### src/rtl/mips_defs.sv
// mips_defs: shared branch/jump class encodings, comparator flag indices and reset PC
package mips_defs;
   localparam logic [2:0] BR_NONE = 3'd0;
   localparam logic [2:0] BR_BEQ  = 3'd1;
   localparam logic [2:0] BR_BNE  = 3'd2;
   localparam logic [2:0] BR_BGEZ = 3'd3;
   localparam logic [2:0] BR_BLTZ = 3'd4;
   localparam logic [2:0] BR_BGTZ = 3'd5;
   localparam logic [2:0] BR_BLEZ = 3'd6;
   localparam logic [2:0] BR_RSVD = 3'd7;
   localparam logic [1:0] JMP_NONE = 2'd0;
   localparam logic [1:0] JMP_J    = 2'd1;
   localparam logic [1:0] JMP_JR   = 2'd2;
   localparam logic [1:0] JMP_RSVD = 2'd3;
   localparam int CMP_EQ  = 0;
   localparam int CMP_GEZ = 1;
   localparam int CMP_EZ  = 2;
   localparam logic [31:0] DEFAULT_RESET_PC = 32'h0000_3000;
endpackage

### src/rtl/br_cond.sv
// br_cond: decodes branch class against D-stage comparator flags into a taken bit
module br_cond
   import mips_defs::*;
(
   input  logic [2:0] br_type,
   input  logic [2:0] cmp_flags,
   output logic       taken
);
   logic eq, ge, z;
   assign eq = cmp_flags[CMP_EQ];
   assign ge = cmp_flags[CMP_GEZ];
   assign z  = cmp_flags[CMP_EZ];
   // reserved and none classes fall through to not-taken
   always_comb begin
      taken = 1'b0;
      taken = (br_type == BR_BEQ)  ? eq :
              (br_type == BR_BNE)  ? !eq :
              (br_type == BR_BGEZ) ? ge :
              (br_type == BR_BLTZ) ? !ge :
              (br_type == BR_BGTZ) ? (ge && !z) :
              (br_type == BR_BLEZ) ? (!ge || z) : 1'b0;
   end
endmodule

### src/rtl/pc_sequencer.sv
// pc_sequencer: F/D program counters, next-PC selection with delay slot, branch statistics
module pc_sequencer
   import mips_defs::*;
#(
   parameter logic [31:0] RESET_PC = DEFAULT_RESET_PC,
   parameter int          CNT_W    = 16
)(
   input  logic             clk,
   input  logic             reset,
   input  logic             stall,
   input  logic [2:0]       br_type,
   input  logic [1:0]       jmp_type,
   input  logic [2:0]       cmp_flags,
   input  logic [15:0]      imm16,
   input  logic [25:0]      instr_index,
   input  logic [31:0]      jr_target,
   output logic [31:0]      pc_f,
   output logic [31:0]      pc_d,
   output logic [31:0]      link_addr,
   output logic [31:0]      npc,
   output logic             redirect,
   output logic [CNT_W-1:0] br_cnt,
   output logic [CNT_W-1:0] br_taken_cnt
);
   logic        condTaken, jmpValid, isBranch, brTaken, countBr;
   logic [31:0] pcPlus4, brTarget, jTarget;
   br_cond uCond (
      .br_type  (br_type),
      .cmp_flags(cmp_flags),
      .taken    (condTaken)
   );
   assign pcPlus4   = pc_f + 32'd4;
   assign brTarget  = pc_f + {{14{imm16[15]}}, imm16, 2'b00};
   assign jTarget   = {pc_f[31:28], instr_index, 2'b00};
   assign link_addr = pc_d + 32'd8;
   // jump outranks any branch; an illegal jump+branch decode never counts the branch
   always_comb begin
      jmpValid = (jmp_type == JMP_J) || (jmp_type == JMP_JR);
      isBranch = (br_type != BR_NONE) && (br_type != BR_RSVD) && !jmpValid;
      brTaken  = isBranch && condTaken;
      redirect = jmpValid || brTaken;
      countBr  = isBranch && !stall;
      npc      = (jmp_type == JMP_J)  ? jTarget :
                 (jmp_type == JMP_JR) ? jr_target :
                 brTaken              ? brTarget : pcPlus4;
   end
   // PC pipeline advances only on free edges; reset overrides stall
   always_ff @(posedge clk) begin
      if (reset) begin
         pc_f <= RESET_PC;
         pc_d <= 32'd0;
      end else if (!stall) begin
         pc_f <= npc;
         pc_d <= pc_f;
      end
   end
   // saturating statistics, sampled with whatever flags are present on the committing edge
   always_ff @(posedge clk) begin
      if (reset) begin
         br_cnt       <= '0;
         br_taken_cnt <= '0;
      end else begin
         if (countBr && br_cnt != {CNT_W{1'b1}}) br_cnt <= br_cnt + 1'b1;
         if (countBr && brTaken && br_taken_cnt != {CNT_W{1'b1}}) br_taken_cnt <= br_taken_cnt + 1'b1;
      end
   end
endmodule

### config.mk
export PLATFORM = sky130hd
export DESIGN_NAME = pc_sequencer
export DESIGN_NICKNAME = d
export VERILOG_FILES = /design/src/rtl/mips_defs.sv /design/src/rtl/br_cond.sv /design/src/rtl/pc_sequencer.sv
export SDC_FILE = /design/constraint.sdc
export NUM_CORES = 1
export LEC_CHECK = 0
export ABC_AREA = 1
export ABC_CLOCK_PERIOD_IN_PS = 9900
export BUFFER_PORTS_ARGS = -buffer_cell sky130_fd_sc_hd__buf_2
export CORE_MARGIN = 2
export CORE_UTILIZATION = 56
export DETAILED_ROUTE_END_ITERATION = 10
export GPL_TIMING_DRIVEN = 1
export HOLD_SLACK_MARGIN = 0.06
export MAX_ROUTING_LAYER = met4
export PLACE_DENSITY = 0.87
export SYNTH_ARGS = -nofsm -noshare
export SYNTH_HDL_FRONTEND = slang
export SYNTH_SLANG_ARGS = --single-unit
### constraint.sdc
create_clock -name clk -period 9.9 [get_ports clk]
set_input_delay 0.99 -clock clk [delete_from_list [all_inputs] [get_ports clk]]
set_output_delay 0.99 -clock clk [all_outputs]
set_load 0.005 [all_outputs]
==> results.md <==
- Gr ovfl total: 0
- Wire length per cell: about 15 um
- Avg Inst Size Synth: 5.81 sq um
- Boundary Pins: approximately 250
- I/O Buffers: about 250
- Yosys warning total: 0
- Post-CTS Repair Setup Buffers: 0
- Clock transition at path regs: 0.07 ns
- Fin cells: roughly 1700
- First-pass GRT wire length: around 40000 um
- First DRT Iteration DRCs: about 900
- Post-route design area: 9270 sq um
- Status: complete, no violations
- RSZ-0062 raised after global routing: false
- Area fraction in compound gates after synthesis: 0.116
- CTS Hold Bufs: 0
- Number of max-cap violations: 0
- Via/cell ratio: 5.42
- Crit end category: output pin
- Gp weighted congestion: approximately 0.98
- Dpl cells: 1699
- Cts repair resizes: 0
- Worst hold margin: around 0.49 ns
- Crit Path Category: in2out
- Critical path data arrival time: about 4.5 ns
- Net Count, Synth: about 1400
- Buffer depth of the longest clock path: 2
- Final setup fails: 0
- Register bit total from synthesis: 96
- CTS tree: built
- Ys async rst share: 0
- Simple-gate share of the synthesized area: 0.407
- Number of distinct library cells after synthesis: 40
- CTS H-Tree Depth: 3
- DRT Pass-1 Iters: 5
- Layout cells sized above 1: 0.191
- Yosys top cell area share: 0.252
- # DRC: 0
- Synth top cells by count: 343 x nand2_1, 251 x nor2_1, 174 x inv_1
- Post-DP Area: 8950 sq um
- Initial antenna violation count: 0
- Flop pwr share: 0.395
- Largest area contributor in the netlist: dfxtp_1
- DIE WIDTH: ~120 um
- Gr usage total: 0.349
- EDFF count, synth: 0
- Post-route antenna net violation count: 0
- Area grow syn2layout: 21.5%
- Leak: roughly 5.2 nW
- Clk root buf: clkbuf_16
- Hpwl dp: ~20000 um
- TNS Setup: 0 ns
- Filler cells: 1252
- DR vias: approximately 9300
- Total power: ~1.1 mW
- Fmax: approximately 180 MHz
- Effective utilization at floorplan: 0.574
- Synth Cell Area: 7630 sq um
- N_diodes: 0
- Die height: roughly 120 um
- Worst min-delay path category: reg2reg
- Final Cycle Share: 0.555
- Max rail drop VDD: approximately 96 uV
- Die area: 14600 sq um
- Post-Route WL: between 20000 and 30000 um
- Post-synthesis mux area share: 0
- Worst Path Max Fanout: 17
- Part of the power in the clock network: 0.338
- Worst-Skew Late Latency: approximately 0.34 ns
- Largest net degree at the start of global routing: 55
- Post-Route Skew: about 0.011 ns
- Top post-synthesis cells by area: dfxtp_1 25%, nand2_1 17%, nor2_1 12%
- Fin. max-slew vios: 0
- PwrDens: around 120 nW/um^2
- Mapped Cells: ~1300
- # clock sinks: 96
- P_int: approximately 750 uW
- Seq/Total Area, Yosys: 0.252
- Area share of fa/ha/maj cells after synthesis: 0.0584
- Core Region: 13300 sq um
- Largest family of logic cells by synthesized area: simple AND/OR/NAND/NOR gates
- Vias in the first global route: between 8000 and 9000
- Worst EP required: 8.91 ns
- XOR/XNOR Fraction of Synth Area: 0.0549
- Row Count: 42
- Final hold vios: 0
- Nets: roughly 1700
- Type of origin of the critical path: input port
- Slew @ Worst Pin: ~0.63 ns
- Prevailing post-synth register cell: dfxtp_1
- Switching Power: 375 uW
- Num CTS Buffers: 9
- Most instantiated library cell after synthesis: nand2_1
- Net Sw Frac: 0.335
- Rel. slew slack: 0.581
- Final min period: roughly 5.5 ns
- Combinational power share: 0.268
[cell type report]
class	count	area [sq um]	area share
inverter	181	679	0.0733
clock inverter	6	92.6	0.00999
sequential	96	1920	0.207
clock buffer	9	225	0.0243
timing repair buffer	252	1280	0.138
multi-input combinational	994	4850	0.523
tap	176	220	0.0238
[critical path, cell delays in order]
cell and delay (ns):
buf_2 0.10, inv_1 0.04, ha_1 0.30, nand3_1 0.14
a21oi_2 0.18, nand2_1 0.37, or2_2 0.42, ha_1 0.24
fa_1 0.44, nand3_1 0.11, nand3_1 0.21, nand2_1 0.12
nand2_1 0.10, nand2_1 0.07, nand2_1 0.11, nand2_1 0.11
nand2_1 0.05, nand2_1 0.05, nand3_1 0.06, nand2_1 0.11
nand2_1 0.08, buf_2 0.13
[placed cells by master (no fill, tap or decap), types with 23 or more instances in the layout]
master,n
nand4_1,23
nand3_1,82
ha_1,34
buf_2,245
inv_1,172
o21ai_0,79
nor2_1,251
a21oi_1,66
xor2_1,29
dfxtp_1,96
nand2_1,343
[worst paths after layout]
kind                                       start                to  slack [ns]  depth (start not counted)
worst max register to register           pc_f[2]          pc_f[26]        7.38                         14
worst max-delay path                 jmp_type[0]           npc[16]        4.40                         22
worst min register to register  br_taken_cnt[15]  br_taken_cnt[15]        0.49                          2
worst min-delay path            br_taken_cnt[15]  br_taken_cnt[15]        0.49                          2
[per-stage QoR]
stage | util | worst slack [ns]
floorplan | - | 5.38
global placement | 0.673 | 4.63
detailed placement | 0.673 | 4.47
CTS | 0.697 | 4.43
global route | 0.697 | 4.10
finish | 0.697 | 4.40
[power by group through the flow]
| stage | Clock [mW] | Combinational [mW] | Sequential [mW] |
|---|---|---|---|
| final | 0.378 | 0.300 | 0.442 |
| after global placement | 0 | 0.291 | 0.449 |
| after CTS | 0.382 | 0.296 | 0.440 |
| after detailed placement | 0 | 0.294 | 0.449 |
| after floorplan | 0 | 0.178 | 0.439 |
| after global routing | 0.399 | 0.333 | 0.444 |
[cell families after synthesis]
group                    Yosys count
AO/OA/AOI/OAI                    169
XOR/XNOR                          47
adder cells (fa/ha/maj)           35
buffers and inverters            224
flip-flops                        96
AND/OR/NAND/NOR                  743
[registers in the layout, summed over array words and instances, names as in the netlist]
signal / flops
br_cnt: 16
pc_d: 32
pc_f: 32
br_taken_cnt: 16
[per-layer routing]
layer,global-route usage,wire (um)
met2,0.567,11700
met3,0.0495,2070
met5,-,0
met4,0.110,852
met1,0.449,11000
Power figures use the tool's default switching activity.
